File: src/rtl/z80_irq_ctrl.sv
// Eight-input vectored interrupt controller for the tv80s: edge-latched requests,
// mask, fully-nested priority with in-service tracking, and software EOI.
module z80_irq_ctrl #(
  parameter logic [7:0] BASE_PORT = 8'h40
) (
  input  logic       i_clk,
  input  logic       i_reset_n,
  input  logic [7:0] i_irq,
  input  logic [7:0] i_a,
  input  logic [7:0] i_di,
  input  logic       i_m1_n,
  input  logic       i_iorq_n,
  input  logic       i_rd_n,
  input  logic       i_wr_n,
  output logic [7:0] o_do,
  output logic       o_do_oe,
  output logic       o_int_n
);

  typedef enum logic {
    ST_IDLE = 1'b0,
    ST_ACK  = 1'b1
  } state_t;

  state_t     state_q, state_d;
  logic [7:0] sync1_q, sync2_q, prev_q;
  logic [7:0] irr_q, irr_d;
  logic [7:0] imr_q, imr_d;
  logic [7:0] isr_q, isr_d;
  logic [7:0] vec_q, vec_d;
  logic [2:0] ack_n_q, ack_n_d;
  logic       ack_valid_q, ack_valid_d;
  logic       wr_act_q, wr_act_d;
  logic       int_n_q, int_n_d;

  logic       inta, io_sel, io_rd, io_wr, wr_fire;
  logic [7:0] offs;
  logic [1:0] reg_sel;
  logic [7:0] rise;
  logic [7:0] irr_clr;
  logic [7:0] eoi_clr;
  logic       win_valid;
  logic [2:0] win_n;
  logic       blocked;

  function automatic logic [7:0] vector_byte(input logic [3:0] base, input logic im2,
                                             input logic [2:0] n);
    if (im2) return {base, n, 1'b0};
    return 8'hC7 | {2'b00, n, 3'b000};
  endfunction

  assign inta    = !i_m1_n && !i_iorq_n;
  assign offs    = i_a - BASE_PORT;
  assign reg_sel = offs[1:0];
  assign io_sel  = !i_iorq_n && i_m1_n && (offs[7:2] == 6'd0);
  assign io_rd   = io_sel && !i_rd_n;
  assign io_wr   = io_sel && !i_wr_n;
  // A held write strobe acts only on its first sampled edge.
  assign wr_fire = io_wr && !wr_act_q;
  assign rise    = sync2_q & ~prev_q;
  // Isolates the lowest set in-service bit (zero when nothing is in service).
  assign eoi_clr = isr_q & (~isr_q + 8'd1);

  always_comb begin
    win_valid = 1'b0;
    win_n     = 3'd7;
    blocked   = 1'b0;
    for (int i = 0; i < 8; i++) begin
      blocked = blocked | isr_q[i];
      if (!win_valid && !blocked && irr_q[i] && !imr_q[i]) begin
        win_valid = 1'b1;
        win_n     = 3'(i);
      end
    end
  end

  always_comb begin
    state_d     = state_q;
    ack_n_d     = ack_n_q;
    ack_valid_d = ack_valid_q;
    irr_clr     = 8'h00;
    imr_d       = imr_q;
    isr_d       = isr_q;
    vec_d       = vec_q;

    case (state_q)
      ST_IDLE: begin
        if (inta) begin
          state_d     = ST_ACK;
          ack_n_d     = win_n;
          ack_valid_d = win_valid;
        end
      end
      ST_ACK: begin
        if (!inta) begin
          state_d     = ST_IDLE;
          ack_valid_d = 1'b0;
          if (ack_valid_q) begin
            irr_clr[ack_n_q] = 1'b1;
            isr_d[ack_n_q]   = 1'b1;
          end
        end
      end
    endcase

    if (wr_fire) begin
      case (reg_sel)
        2'd0: irr_clr = irr_clr | i_di;
        2'd1: imr_d   = i_di;
        2'd2: isr_d   = isr_q & ~eoi_clr;
        2'd3: vec_d   = i_di;
      endcase
    end

    // A new edge on the same bit outranks any clear in the same cycle.
    irr_d    = (irr_q & ~irr_clr) | rise;
    int_n_d  = !(win_valid || (state_q == ST_ACK));
    wr_act_d = io_wr;
  end

  always_ff @(posedge i_clk or negedge i_reset_n) begin
    if (!i_reset_n) begin
      state_q     <= ST_IDLE;
      sync1_q     <= 8'h00;
      sync2_q     <= 8'h00;
      prev_q      <= 8'h00;
      irr_q       <= 8'h00;
      imr_q       <= 8'hFF;
      isr_q       <= 8'h00;
      vec_q       <= 8'h00;
      ack_n_q     <= 3'd7;
      ack_valid_q <= 1'b0;
      wr_act_q    <= 1'b0;
      int_n_q     <= 1'b1;
    end else begin
      state_q     <= state_d;
      sync1_q     <= i_irq;
      sync2_q     <= sync1_q;
      prev_q      <= sync2_q;
      irr_q       <= irr_d;
      imr_q       <= imr_d;
      isr_q       <= isr_d;
      vec_q       <= vec_d;
      ack_n_q     <= ack_n_d;
      ack_valid_q <= ack_valid_d;
      wr_act_q    <= wr_act_d;
      int_n_q     <= int_n_d;
    end
  end

  // The data-in select is released the moment reset asserts, even mid-acknowledge.
  always_comb begin
    o_do    = 8'h00;
    o_do_oe = 1'b0;
    if (i_reset_n) begin
      if (inta) begin
        o_do_oe = 1'b1;
        o_do    = vector_byte(vec_q[7:4], vec_q[0], (state_q == ST_ACK) ? ack_n_q : win_n);
      end else if (io_rd) begin
        o_do_oe = 1'b1;
        case (reg_sel)
          2'd0: o_do = irr_q;
          2'd1: o_do = imr_q;
          2'd2: o_do = isr_q;
          2'd3: o_do = vec_q;
        endcase
      end
    end
  end

  assign o_int_n = int_n_q;

endmodule

File: config.mk
export PLATFORM = sky130hd
export DESIGN_NAME = z80_irq_ctrl
export DESIGN_NICKNAME = d
export VERILOG_FILES = /design/src/rtl/z80_irq_ctrl.sv
export SDC_FILE = /design/constraint.sdc
export NUM_CORES = 1
export LEC_CHECK = 0
export CAP_MARGIN = 25
export CORE_MARGIN = 5
export CORE_UTILIZATION = 30
export CTS_CLUSTER_SIZE = 25
export DETAILED_ROUTE_END_ITERATION = 10
export HOLD_SLACK_MARGIN = 0.05
export PLACE_DENSITY_LB_ADDON = 0.25
export SETUP_SLACK_MARGIN = 0.3
export SKIP_CTS_REPAIR_TIMING = 1
export SYNTH_ARGS = -nofsm -noshare
export SYNTH_HDL_FRONTEND = slang
export SYNTH_SLANG_ARGS = --single-unit
File: constraint.sdc
create_clock -name i_clk -period 2.63 [get_ports i_clk]
set_input_delay 0.3945 -clock i_clk [delete_from_list [all_inputs] [get_ports i_clk]]
set_output_delay 0.3945 -clock i_clk [all_outputs]
set_load 0.01 [all_outputs]
Word-level counts from Yosys, hierarchy flattened
Index checks and enable logic that the tools add are counted.
{ "classes": {"n_addsub": 2, "order_cmp": 2, "eq_ne": 5, "n_mux": 45, "bitwise_logic": 19, "reduce_logical": 66} }
{ "ops": {"columns": ["op", "n"], "rows": [
  ["$mux 8", 15],
  ["$and 8x8->8", 4],
  ["$not 8->8", 4],
  ["$pmux 8 s4", 1],
  ["$logic_and 1x1->1", 30],
  ["$logic_not 1->1", 29],
  ["$mux 3", 9],
  ["$or 8x8->8", 3],
  ["$mux 1", 18],
  ["$add 8x1->8 const B", 1],
  ["$reduce_and 2->1", 4],
  ["$sub 8x7->8 const B", 1],
  ["$or 1x1->1", 7],
  ["$logic_not 6->1", 1],
  ["$eq 2x2->1 const B", 2],
  ["$lt 3x4->1 const B", 1],
  ["$ne 2x2->1 const B", 2],
  ["$demux 1 s3", 1],
  ["$ge 3x1->1 const B", 1],
  ["$eq 2x1->1 const B", 1],
  ["$logic_not 2->1", 1],
  ["$pmux 1 s2", 1],
  ["$logic_or 1x1->1", 1],
  ["$not 1->1", 1]
]} }
{ "word_totals": {"regBits": 63, "input_bits": 30, "output_inout_bits": 10, "word_cells": 151} }

Logic depth before layout (Yosys ltp)
Gate-level depths: netlist (run 1).
{ "depth": {"depth_word": 44, "mapped_depth": 7, "ltp_nobuf": 5} }

Worst setup path before layout (run 1)
No wires, ideal clock.
{ "synth_timing": {"kind": "register -> output", "from": "register isr_q[2]", "to": "output port o_do[3]", "t_arrival_ns": 1.925, "required_time_ns": 2.236, "setup_slack_ns": 0.311, "stages_incl_launch_ff": 6, "path_buffers": 0, "path_cell_list": "dfrtp_1 -> or4_4 -> o32a_2 -> nand2_1 -> o21ai_2 -> a2111oi_2"} }
{ "synth_between": {"elab_chain_cells": 36, "elab_cells_between_ends": 51, "cone_classes": "mux (16); bitwise (6); reduce/logical (29)"} }
{ "synth_lines": {"columns": ["element", "line", "rtl"], "rows": [
  ["start, declared", "29", "logic [7:0] isr_q, isr_d;"],
  ["start signal, assigned", "142", "isr_q <= isr_d;"],
  ["$or 1x1->1 (*)", "69", "blocked = blocked | isr_q[i];"],
  ["$logic_not 1->1", "70", "if (!win_valid && !blocked && irr_q[i] && !imr_q[i]) begin"],
  ["$logic_and 1x1->1 (3 in a row)", "70", null],
  ["$mux 1", "70", null],
  ["$logic_not 1->1", "70", null],
  ["$logic_and 1x1->1 (3 in a row)", "70", null],
  ["$mux 1", "70", null],
  ["$logic_not 1->1", "70", null],
  ["[14 not listed]", null, null],
  ["$logic_not 1->1", "70", null],
  ["$logic_and 1x1->1 (3 in a row)", "70", null],
  ["$mux 3 (*)", "70", null],
  ["$mux 3 (*)", "158", "o_do = vector_byte(vec_q[7:4], vec_q[0], (state_q == ST_ACK) ? ack_n_q : win_n);"],
  ["$mux 8", "48", "if (im2) return {base, n, 1'b0};"],
  ["$mux 8 (*)", "49", "return 8'hC7 | {2'b00, n, 3'b000};"],
  ["$mux 8 (*)", "156", "if (inta) begin"],
  ["$mux 8 (*)", "155", "if (i_reset_n) begin"],
  ["end, declared", "15", "output logic [7:0] o_do,"]
]} }
Mark *: on every way between the ends. The rest lies on a longest branch, timed or not. The select of a mux whose other input is x is not followed.

Worst setup path in the final report (run 1)
{ "layout_timing": {"from": "register isr_q[1]", "to": "output port o_do[1]"} }
{ "layout_between": {"elab_chain_cells": 41, "elab_cells_between_ends": 61, "cone_classes": "mux (20); bitwise (7); reduce/logical (34)"} }
{ "layout_lines": {"columns": ["element", "line"], "rows": [
  ["$or 1x1->1", "69"],
  ["$logic_not 1->1", "70"],
  ["$logic_and 1x1->1 (3 in a row)", "70"],
  ["$mux 1", "70"],
  ["$logic_not 1->1", "70"],
  ["$logic_and 1x1->1 (3 in a row)", "70"],
  ["$mux 1", "70"],
  ["$logic_not 1->1", "70"],
  ["[19 not listed]", null],
  ["$logic_not 1->1", "70"],
  ["$logic_and 1x1->1 (3 in a row)", "70"],
  ["$mux 3", "70"],
  ["$mux 3", "158"],
  ["$mux 8", "48"],
  ["$mux 8", "49"],
  ["$mux 8 (*)", "156"],
  ["$mux 8 (*)", "155"]
]} }
Marks and branches as above.

==> results of run 1 <==
==> state kept, by name (all words and copies together) (netlist names) <==
signal / count
ack_n_q: 3
isr_q: 8
state_q: 1
o_int_n: 1
wr_act_q: 1
sync2_q: 8
prev_q: 8
irr_q: 8
sync1_q: 8
ack_valid_q: 1
vec_q: 8
imr_q: 8
==> metrics by stage <==
step	cell area (um^2)	power, mW
detailed placement	3670	1.97
finish	4050	2.91
global route	4050	3.08
CTS	3870	2.83
global placement	3670	1.96
floorplan	2840	1.59
==> cell type report <==
| type | instances | share of cell area, % |
|---|---|---|
| well taps | 129 | 3.99 |
| repair buffers | 88 | 19.0 |
| inverters | 15 | 1.39 |
| flip-flops and latches | 63 | 39.3 |
| clock inverters | 5 | 1.42 |
| multi-input cells | 158 | 31.3 |
| clock buffers | 11 | 3.50 |
==> power groups by stage <==
stage	Sequential, mW	Combinational, mW	Clock (mW)
6_report	1.22	0.842	0.851
5_1_grt	1.24	0.924	0.923
4_1_cts	1.22	0.743	0.873
3_5_place_dp	1.23	0.737	0
3_3_place_gp	1.23	0.734	0
2_1_floorplan	1.22	0.368	0
==> layout by cell type, fill, tap and decap left out, types with 5 or more instances in the layout <==
cell | synthesis | routed
sky130_fd_sc_hd__a21o_1 | 8 | 8
sky130_fd_sc_hd__a21oi_1 | 7 | 5
sky130_fd_sc_hd__buf_2 | 2 | 8
sky130_fd_sc_hd__buf_4 | 0 | 43
sky130_fd_sc_hd__clkbuf_8 | 0 | 10
sky130_fd_sc_hd__clkdlybuf4s50_1 | 0 | 26
sky130_fd_sc_hd__dfrtp_1 | 51 | 51
sky130_fd_sc_hd__dfstp_2 | 12 | 12
sky130_fd_sc_hd__inv_1 | 15 | 15
sky130_fd_sc_hd__mux2_2 | 17 | 17
sky130_fd_sc_hd__mux4_2 | 7 | 8
sky130_fd_sc_hd__nand2_1 | 13 | 12
sky130_fd_sc_hd__nand3_1 | 6 | 6
sky130_fd_sc_hd__nor2_1 | 18 | 17
sky130_fd_sc_hd__o21ai_0 | 28 | 28
==> cell usage after synthesis (2+ instances only) <==
| cell | instances | area share (%) |
|---|---|---|
| sky130_fd_sc_hd__nand4_1 | 3 | 0.66 |
| sky130_fd_sc_hd__nor3b_1 | 2 | 0.53 |
| sky130_fd_sc_hd__o21ai_0 | 28 | 4.9 |
| sky130_fd_sc_hd__mux4_2 | 7 | 5.5 |
| sky130_fd_sc_hd__nand3b_1 | 3 | 0.79 |
| sky130_fd_sc_hd__o22a_1 | 2 | 0.62 |
| sky130_fd_sc_hd__buf_2 | 2 | 0.35 |
| sky130_fd_sc_hd__nand2_1 | 13 | 1.7 |
| sky130_fd_sc_hd__a21o_1 | 8 | 2.1 |
| sky130_fd_sc_hd__or3_1 | 3 | 0.66 |
| sky130_fd_sc_hd__mux2_2 | 17 | 6.7 |
| sky130_fd_sc_hd__dfrtp_1 | 51 | 45 |
| sky130_fd_sc_hd__dfstp_2 | 12 | 11 |
| sky130_fd_sc_hd__clkbuf_1 | 3 | 0.40 |
| sky130_fd_sc_hd__nor2_1 | 18 | 2.4 |
| sky130_fd_sc_hd__o31ai_1 | 2 | 0.53 |
| sky130_fd_sc_hd__nand3_1 | 6 | 1.1 |
| sky130_fd_sc_hd__nor2b_1 | 3 | 0.66 |
| sky130_fd_sc_hd__buf_1 | 2 | 0.26 |
| sky130_fd_sc_hd__nor3_1 | 5 | 0.88 |
| sky130_fd_sc_hd__a21oi_1 | 7 | 1.2 |
| sky130_fd_sc_hd__nand2b_1 | 3 | 0.66 |
| sky130_fd_sc_hd__nor4b_1 | 2 | 0.62 |
| sky130_fd_sc_hd__inv_1 | 15 | 2.0 |
| sky130_fd_sc_hd__o21a_1 | 2 | 0.53 |
| sky130_fd_sc_hd__a311oi_1 | 2 | 0.62 |
==> path summary, 6_finish.rpt <==
check,start,endpoint,slack (ns),cells past startpoint
max,isr_q[1]$_DFF_PN0_,o_do[1],-0.18,7
min,i_reset_n,ack_n_q[0]$_DFFE_PN1P_,0.13,1
max reg2reg,isr_q[1]$_DFF_PN0_,isr_q[7]$_DFF_PN0_,0.57,6
min reg2reg,sync1_q[0]$_DFF_PN0_,sync2_q[0]$_DFF_PN0_,0.35,0
max in group asynchronous,i_reset_n,isr_q[6]$_DFF_PN0_,1.76,2
min in group i_clk,sync1_q[0]$_DFF_PN0_,sync2_q[0]$_DFF_PN0_,0.35,0
==> kinds of logic (layout without fill, tap and decap cells) <==
group	Yosys count	count (layout)
adder cells (fa/ha/maj)	1	1
AND/OR/NAND/NOR	69	69
flip-flops	63	63
multiplexers	25	25
AO/OA/AOI/OAI	63	63
buffers and inverters	23	119
==> routing by layer <==
| layer | up-vias | share of wire [%] | global-route usage, % |
|---|---|---|---|
| met5 | - | 0 | 0 |
| met4 | 0 | 2.7 | 5.50 |
| met3 | 15 | 3.9 | 3.06 |
| met2 | 47 | 48 | 20.7 |
| met1 | 1115 | 45 | 17.2 |
| li1 | 1070 | - | - |
==> metrics list, run 1 <==
- Dividing the synthesized area by the synthesized cell count gives 11.7 um^2.
- Of all flip-flops after synthesis, the portion carrying an async set or reset was between 90% and 100%.
* Kind of critical path: register to output pin
* Placed instance count: 443
- Fraction of the mapped netlist area in adder cells: 0.440%
- The max-slew violation count came to 0.
- In this run the tightest slew margin relative to its limit is 52.6%.
- The detailed router finished its first iteration with 109 violations.
* GPL Wtd Cong: 0.919
- Prior to clock tree synthesis, the placed netlist has a worst setup slack of -0.544 ns.
* Count of maximum capacitance violations: 0
- For this configuration, the core starts out at a cell density of 30.8%.
- Failing checks: setup timing
* Total wire length after detailed routing: 7.30 mm
- Boundary Pins: 40
* Dpl hpwl: about 5.5 mm
* Horizontal die dimension: 107 um
- For the finished layout, the period the worst path requires is about 2.8 ns.
- Synthesis handed over a netlist of 244 instances.
* Sum of buffers and inverters on the critical path: 2
- For this run, design rule violations remaining after detail routing come to 0.
- Maximum buffer depth of the clock tree: 2
- On the final layout, the worst clock skew is approximately 0.013 ns.
- STA classifies the critical path endpoint as an output pin.
- EDFF count, synth: 0
* Antenna-violating nets left: 0
- For this run, the top clock speed supported by timing is around 360 MHz.
* Detailed-route via count: between 2000 and 2500
* Area of the multi-input gates: 1270 um^2
- Comb power frac: 28.9%
- Pleak: 1.83 nW
- Number of cell rows: 35
* First-pass GRT wire length: 11.6 mm
* Count of placed standard cells in the final layout, fillers left out: 469
* Nets: approximately 370
- Minimum hold slack: 0.127 ns
- Among all flip-flop cells after synthesis, the most frequent one is sky130_fd_sc_hd__dfrtp_1.
- The first TritonRoute pass finished after 4 iterations.
- Mean routed wirelength per cell: ~16 um
- Critical Path, Cell by Cell: or4_4, or2_4, buf_6, a21o_4, o21ai_4, a311oi_2, buf_2
- Period utilization: 107%
- STA classifies the critical path startpoint as a register.
- For this run, the slowest stage of the critical path takes ~0.57 ns.
- Power share of the sequential group: 41.8%
* Maximum fanout along the worst path: 4
- Critical-path top delay cell: sky130_fd_sc_hd__or4_4
- In the synthesized netlist, mux cells make up 13.2% of the area.
* Core region area: 9240 um^2
- Layout overhead on the synthesized area: 42.2%
* Clock sinks: 63
* Worst-path clk slew: 0.08 ns
- CTS tree: built
* Setup slack of the critical path after layout: -0.175 ns
- The cell sitting at the root of the clock tree is a sky130_fd_sc_hd__clkbuf_8.
- Clock tree synthesis inserted a total of 9 buffers.
* Power per cell area: approximately 720 nW/um^2
- VDD IR-drop max: 326 uV
- Summed over all layers, the global routing overflow is 0.
- Unrepaired setup endpoints after global routing: true
- Cells fill 43.8% of the core in the end.
* P_sw: 899 uW
- Int Pwr: between 2 and 2.5 mW
- Sequential elements use 56.0% of the synthesized area.
- After synthesis, the netlist uses 49 different library cells.
* Level count of the clock H-tree: 3
* Chip Height: 107 um
* Inserted Diodes: 0
* Clock insertion delay at the later pin of the skew report: 0.34 ns
- Buffers added on ports: 39
- Vias/cell: 4.79
- Global routing used 13.1% of the available tracks across all layers.
* Post-synthesis register bit count: 63
* Status: finished with violations
* Number of global-route vias before repair: 2323
* Area of the die: roughly 12000 um^2
* Cell family with the largest share of critical-path delay: simple AND/OR/NAND/NOR gates
* Hold violation count in the final report: 0
- Final sum of negative setup slack: -0.513 ns
- After synthesis, the largest family of logic cells by area is compound AO/OA/AOI/OAI gates.
- In this run the worst hold path is classified as input port to asynchronous set/reset pin.
* Count of final setup violators: 4
- Entering global routing, the biggest net connects between 50 and 60 pins.
- Across the whole layout, storage elements account for ~1600 um^2.
- Counting the fill cells in the layout gives 876.
- Area fraction in compound gates after synthesis: approximately 14%
* Warnings, synthesis: 0
- Sw Share: 30.9%
- The post-route netlist has between 30% and 40% of its cells at a drive strength greater than 1.
- Of the total synthesized cell area, the portion taken by XOR and XNOR cells is 0%.
- After synthesis the cells add up to 2840 um^2.
* Clock group share of total power: a little under 30%
- The number of antenna violations at the first check in global routing was 0.
- Data on the critical path is required at its endpoint by around 2.2 ns.
- The number of nets in the synthesized netlist is 275.
- Post-synthesis share of cell area spent on and, or, nand and nor gates: 12.9%
- For the pin with the worst max-slew slack, the measured transition is 0.711 ns.
- STA puts the critical path data arrival time at approximately 2.4 ns.
Note: power is estimated with default switching activity, not from simulation.
==> run 2: changes to the inputs <==
--- a/config.mk
+++ b/config.mk
@@ -8,9 +8,9 @@
 export CAP_MARGIN = 25
 export CORE_MARGIN = 5
 export CORE_UTILIZATION = 30
+export CTS_BUF_LIST = sky130_fd_sc_hd__clkbuf_4 sky130_fd_sc_hd__clkbuf_8
 export CTS_CLUSTER_SIZE = 25
 export DETAILED_ROUTE_END_ITERATION = 10
-export HOLD_SLACK_MARGIN = 0.05
 export PLACE_DENSITY_LB_ADDON = 0.25
 export SETUP_SLACK_MARGIN = 0.3
 export SKIP_CTS_REPAIR_TIMING = 1
==> run 2 against run 1 <==
The run still ends with setup timing left. Core utilization about the same. Cell count stayed put. First-iteration DRC count shrank 16%. Worst setup slack gained 0.0037 ns. Critical endpoint unchanged.
==> metrics list, run 2 (synthesis gave the netlist of run 1 again) <==
- Clock insertion delay at the later pin of the skew report: 0.34 ns (about the same)
- The clock skew after layout came to 0.0109 ns (-0.00228 ns).
* Maximum fanout along the worst path: 4 (unchanged)
* Most common cell after layout, fill and taps aside: sky130_fd_sc_hd__dfrtp_1
* Hold violation count in the final report: 0 (unchanged)
- Final sum of negative setup slack: -0.497 ns (+0.0159 ns)
* Mean routed wirelength per cell: 15.6 um (unchanged)
- The depth of the worst register-to-register path was 6 (unchanged).
- TritonCTS built the clock tree.
- Pin count of the biggest net entering global routing: 59 (unchanged)
* Worst R2R End: isr_q[7]$_DFF_PN0_
* Worst hold-check path type: input port to asynchronous set/reset pin
* Slack of the worst reg-to-reg path: 0.57 ns (about the same)
- Proportion of layout cells with a drive suffix above 1: 38.5% (+0.29 points)
- Vias/cell: 4.78 (-0.13%)
* Kind of critical path: register to output pin
- The net count reported at finish came to 366 (unchanged).
* Antenna-violating nets left: 0 (unchanged)
- Clock sinks: 63 (unchanged)
- Remaining global-route overflow: 0 (unchanged)
- The post-detailed-routing wire length was 7.30 mm (unchanged).
- The critical path arrival came to 2.41 ns (about the same).
* Core utilization of the finished layout: 43.8% (about the same)
* Iter 0 DRT Violations: 92 (-16%)
- Pleak: 1.83 nW (+0.19%)
* Worst-path clk slew: 0.07 ns (about the same)
- Dpl hpwl: 5.45 mm (unchanged)
* Kind of start point of the critical path: register
- Inserted Diodes: 0 (unchanged)
- Count of placed standard cells in the final layout, fillers left out: 469 (unchanged)
* Top library cells by usage in the layout, fill and taps aside: sky130_fd_sc_hd__dfrtp_1, sky130_fd_sc_hd__buf_4, sky130_fd_sc_hd__o21ai_0, sky130_fd_sc_hd__clkdlybuf4s50_1
- The placed cell count was 443 (unchanged).
- The top achievable clock speed was 357 MHz (+0.13%).
- The headroom to the max-slew limit was 52.5% (-0.11 points).
- Maximum buffer depth of the clock tree: 2 (unchanged)
- The final critical path time including I/O delays and setup is 2.80 ns (-0.00369 ns).
- The synthesis-to-layout area growth is 42.4% (about the same).
* Number of iterations in the first detailed-routing pass: 4 (unchanged)
* Buffers added on ports: 39 (unchanged)
* Start point of the critical path: isr_q[1]$_DFF_PN0_
- The number of clock buffers inserted by TritonCTS came to 9 (unchanged).
* Initial Util: 30.8% (unchanged)
- The total global-route track usage came to 13.1% (about the same).
- The max-cap check violation count was 0 (unchanged).
* Startpoint of the worst-slack reg-to-reg timing path: isr_q[1]$_DFF_PN0_
* Critical Path End Type: output pin
- The final-report setup violation count is 4 (unchanged).
* First-pass GRT wire length: 11.7 mm (about the same)
* Number of antenna violations at the first check in global routing: 0 (unchanged)
* Area of the die: 11500 um^2 (unchanged)
* Required time worst endpoint: 2.24 ns (about the same)
- The number of global-route vias before repair is 2327 (+0.17%).
- Period utilization: 107% (-0.14 points)
- Boundary Pins: 40 (unchanged)
- Level count of the clock H-tree: 3 (unchanged)
- The worst setup margin is -0.171 ns (+0.00369 ns).
- Transition at the pin with the smallest max-transition slack: 0.713 ns (+0.00173 ns)
* Chip Height: 107 um (unchanged)
* Number of cell rows: 35 (unchanged)
- Status: finished with violations
* GPL Wtd Cong: 0.919 (unchanged)
* Core region area: 9240 um^2 (unchanged)
- Unrepaired setup endpoints after global routing: true
* Root cell of the clock tree: sky130_fd_sc_hd__clkbuf_8
* Failing checks: setup timing
- Power per cell area: 720 nW/um^2 (+0.14%)
- Post-detailed-route DRC marker count: 0 (unchanged)
* Minimum hold slack: 0.129 ns (+0.00119 ns)
* Horizontal die dimension: 107 um (unchanged)
- The max-slew violation count was 0 (unchanged).
- Detailed-route via count: 2244 (-0.13%)
* VDD IR-drop max: 326 uV (about the same)
## run 2: cell types whose count changed in the layout (fill, tap and decap cells not counted)
| cell | change |
|---|---|
| sky130_fd_sc_hd__clkbuf_4 | +1 |
| sky130_fd_sc_hd__clkbuf_1 | -1 |
## run 2: final cells by class
class	instances	area, um^2
multi-input cells	158	1270
repair buffers	88	769
clock inverters	5	57.6
inverters	15	56.3
flip-flops and latches	63	1590
clock buffers	11	145
well taps	129	161
fillers	873	5190
## run 2: worst max-delay path, stage by stage, from the launching register on
cell and delay (ns):
sky130_fd_sc_hd__dfrtp_1 0.38, sky130_fd_sc_hd__or4_4 0.57, sky130_fd_sc_hd__or2_4 0.28, sky130_fd_sc_hd__buf_6 0.13
sky130_fd_sc_hd__a21o_4 0.20, sky130_fd_sc_hd__o21ai_4 0.20, sky130_fd_sc_hd__a311oi_2 0.13, sky130_fd_sc_hd__buf_2 0.18
## run 2: report_power, final
| group | internal, mW | switching, mW | leakage, nW |
|---|---|---|---|
| registers | 1.12 | 0.0994 | 0.725 |
| clock network | 0.474 | 0.384 | 0.107 |
| logic | 0.430 | 0.412 | 0.996 |
## run 2: worst max path at each step
stage	end
2_1_floorplan	o_do[3]
3_3_place_gp	o_do[2]
3_5_place_dp	o_do[2]
4_1_cts	o_do[3]
5_1_grt	o_do[2]
6_report	o_do[1]
## run 2: metal layers
layer  vias up  global-route usage (%)  share of wire (%)
met5         -                       0                  0
met4         0                    5.50                2.7
met3        15                    3.06                3.8
met2        47                    20.7                 48
met1      1111                    17.2                 45
li1       1071                       -                  -
## run 2: metrics by stage
step / area [um^2] / power, mW / setup WS [ns]
2_1_floorplan: 2840 / 1.59 / 0.311
3_3_place_gp: 3670 / 1.96 / -0.488
3_5_place_dp: 3670 / 1.97 / -0.544
4_1_cts: 3880 / 2.84 / -0.706
5_1_grt: 4050 / 3.09 / -0.234
6_report: 4050 / 2.92 / -0.171
==> run 3: changes to the inputs <==
==> constraint.sdc (replaced) <==
create_clock -name i_clk -period 2.63 [get_ports i_clk]
set_input_delay 0.263 -clock i_clk [delete_from_list [all_inputs] [get_ports i_clk]]
set_output_delay 0.263 -clock i_clk [all_outputs]
set_load 0.01 [all_outputs]
==> run 3 against run 2 <==
The run still ends with setup timing left. Combinational power shrank 6.9%. Critical path depth grew 1. Maximum frequency grew 2.0%. Register-to-register slack lost 0.04 ns. Cell count shrank 2.6%. Sequential power is essentially flat.
==> metrics list, run 3 (synthesis gave the netlist of run 1 again) <==
- Status: finished with violations
- The checks that failed: setup timing.
- The area of all sequential standard cells was 1590 um^2 (unchanged).
- Layout overhead on the synthesized area: 38.0%
- The worst register-to-register path begins at isr_q[1]$_DFF_PN0_.
- GPL Wtd Cong: 0.842 (-8.4%)
* Maximum fanout along the worst path: 2 (-2)
- Buffers added on ports: 39 (unchanged)
- Most common cell after layout, fill and taps aside: sky130_fd_sc_hd__dfrtp_1
* Nets: 354 (-3.3%)
- Relative slew margins: 51.9% (-0.63 points)
- The fraction of layout instances using a drive strength above 1 is 33.8% (-4.7 points).
* Dpl hpwl: 5.32 mm (-2.6%)
* Critical Path End Type: output pin
* Number of global-route vias before repair: 2211 (-5.0%)
- The number of top-level pins is 40 (unchanged).
- The total global-route track usage came to 13.4% (+0.33 points).
- Area of the multi-input gates: 1210 um^2 (-4.4%)
- The CTS H-tree depth is 3 (unchanged).
- Total wire length after detailed routing: 7.26 mm (-0.63%)
- Number of cell rows: 35 (unchanged)
* Count of placed standard cells in the final layout, fillers left out: 457 (-2.6%)
- Initial Util: 30.8% (unchanged)
- Worst Skew: 0.00842 ns (-0.00249 ns)
- Sum of buffers and inverters on the critical path: 3 (+1)
- The power per cell area was 759 nW/um^2 (+5.3%).
* Core region area: 9240 um^2 (unchanged)
- The worst ir drop on vdd came to 364 uV (+12%).
- Pleak: 1.79 nW (-2.2%)
- Worst-path clk slew: 0.08 ns (about the same)
* CTS tree: built
- The via count of the routed design came to 2214 (-1.3%).
- The placement-stage cell area is 3620 um^2 (-1.6%).
- The critical path arrival is 2.48 ns (+0.07 ns).
- Worst hold-check path type: input port to asynchronous set/reset pin
- Kind of start point of the critical path: register
- Maximum frequency from static timing analysis: 364 MHz (+2.0%)
- Unrepaired setup endpoints after global routing: true
* Critical-path top delay cell: sky130_fd_sc_hd__or4_4
- Remaining global-route overflow: 0 (unchanged)
- The diode insertion count for antenna repair is 0 (unchanged).
- The maximum buffer depth of the clock tree is 2 (unchanged).
- Min cycle time layout: 2.75 ns (-0.0551 ns)
* Placed instance count: 437 (-1.4%)
- The worst slack after detailed placement was -0.318 ns (+0.225 ns).
- Period utilization: 104% (-2.1 points)
- TritonCTS buffer count: 9 (unchanged)
- Final sum of negative setup slack: -0.330 ns (+0.167 ns)
- The data required time at the worst endpoint was 2.37 ns (+0.13 ns).
* Vias/cell: 4.84 (+1.3%)
- Clock insertion delay at the later pin of the skew report: 0.34 ns (about the same)
- The routed length per placed instance came to 15.9 um (+2.0%).
- Start point of the critical path: isr_q[1]$_DFF_PN0_
* Antenna-violating nets left: 0 (unchanged)
* Top library cells by usage in the layout, fill and taps aside: sky130_fd_sc_hd__dfrtp_1, sky130_fd_sc_hd__buf_4, sky130_fd_sc_hd__clkdlybuf4s50_1, sky130_fd_sc_hd__o21ai_0, sky130_fd_sc_hd__nor2_1
- The number of antenna violations at the first check in global routing was 0 (unchanged).
- The maximum number of pins on one net before global-route repair came to 60 (+1.7%).
* Iter 0 DRT Violations: 195 (+110%)
* Chip Height: 107 um (unchanged)
- The signal on the critical path passes through or4_4, buf_6, or2_4, or3b_4, a21oi_2, nor3_2, buf_4, buf_6.
* Fill cell instance count of the final layout: 865 (-0.92%)
- Root cell of the clock tree: sky130_fd_sc_hd__clkbuf_8
- Maximum cell stage delay along the critical path: 0.55 ns (-0.02 ns)
* First-pass GRT wire length: 11.7 mm (+0.76%)
- The max-cap check violation count was 0 (unchanged).
* Transition at the pin with the smallest max-transition slack: 0.722 ns (+0.00947 ns)
* Setup slack of the critical path after layout: -0.116 ns (+0.0551 ns)
* Hold violation count in the final report: 0 (unchanged)
* Clock sinks: 63 (unchanged)
- The final-report setup violation count is 4 (unchanged).
- The critical path is of the register to output pin type.
* Cell family with the largest share of critical-path delay: simple AND/OR/NAND/NOR gates
- Number of pins exceeding their max-slew limit in the final report: 0 (unchanged)
- Area of the die: 11500 um^2 (unchanged)
- The remaining routing DRC violations is 0 (unchanged).
- Horizontal die dimension: 107 um (unchanged)
* Most numerous cell on the critical path: sky130_fd_sc_hd__buf_6
* Number of iterations in the first detailed-routing pass: 5 (+1)
* Final instance area: 3920 um^2 (-3.1%)
==> run 3: changes by cell type in the layout (fill, tap and decap cells not counted), moves of 2 or more <==
cell                              before  now
sky130_fd_sc_hd__clkinv_2              2    0
sky130_fd_sc_hd__o21ai_4               2    0
sky130_fd_sc_hd__clkdlybuf4s50_1      26   29
sky130_fd_sc_hd__buf_12                3    1
sky130_fd_sc_hd__buf_4                43   34
sky130_fd_sc_hd__buf_2                 8    3
sky130_fd_sc_hd__clkinvlp_4            0    2
==> run 3: area by class of cell <==
| type | instances | share of cell area [%] |
|---|---|---|
| clock buffers | 10 | 3.51 |
| flip-flops and latches | 63 | 40.6 |
| well taps | 129 | 4.11 |
| inverters | 15 | 1.43 |
| multi-input cells | 158 | 30.9 |
| repair buffers | 76 | 17.2 |
| clock inverters | 6 | 2.36 |
==> run 3: power by group <==
| part | switching (mW) | leakage (nW) | internal (mW) |
|---|---|---|---|
| clock network | 0.408 | 0.109 | 0.564 |
| logic | 0.382 | 0.953 | 0.402 |
| registers | 0.103 | 0.725 | 1.12 |
==> run 3: layer usage <==
metal	vias to the layer above	part of all wire, %	track usage [%]
met4	0	1.7	4.87
met2	68	49	21.4
met5	-	0	0
met3	13	5.0	3.54
li1	1044	-	-
met1	1089	45	17.6
==> run 3: final timing paths <==
kind	cells after the start	slack (ns)	endpoint
max	8	-0.12	o_do[2]
min	2	0.29	isr_q[0]$_DFF_PN0_
max reg2reg	8	0.53	ack_n_q[0]$_DFFE_PN1P_
min reg2reg	0	0.35	sync2_q[1]$_DFF_PN0_
max in group asynchronous	3	1.37	prev_q[0]$_DFF_PN0_
min in group i_clk	1	0.35	sync1_q[3]$_DFF_PN0_
==> run 3: per-stage QoR <==
step           hold WS (ns)  util [%]  total power [mW]
2_1_floorplan       -0.0326         -              1.59
3_3_place_gp          0.123      39.1              1.96
3_5_place_dp          0.121      39.1              1.96
4_1_cts              -0.259      41.6              2.94
5_1_grt               0.297      42.5              3.14
6_report              0.291      42.5              2.98
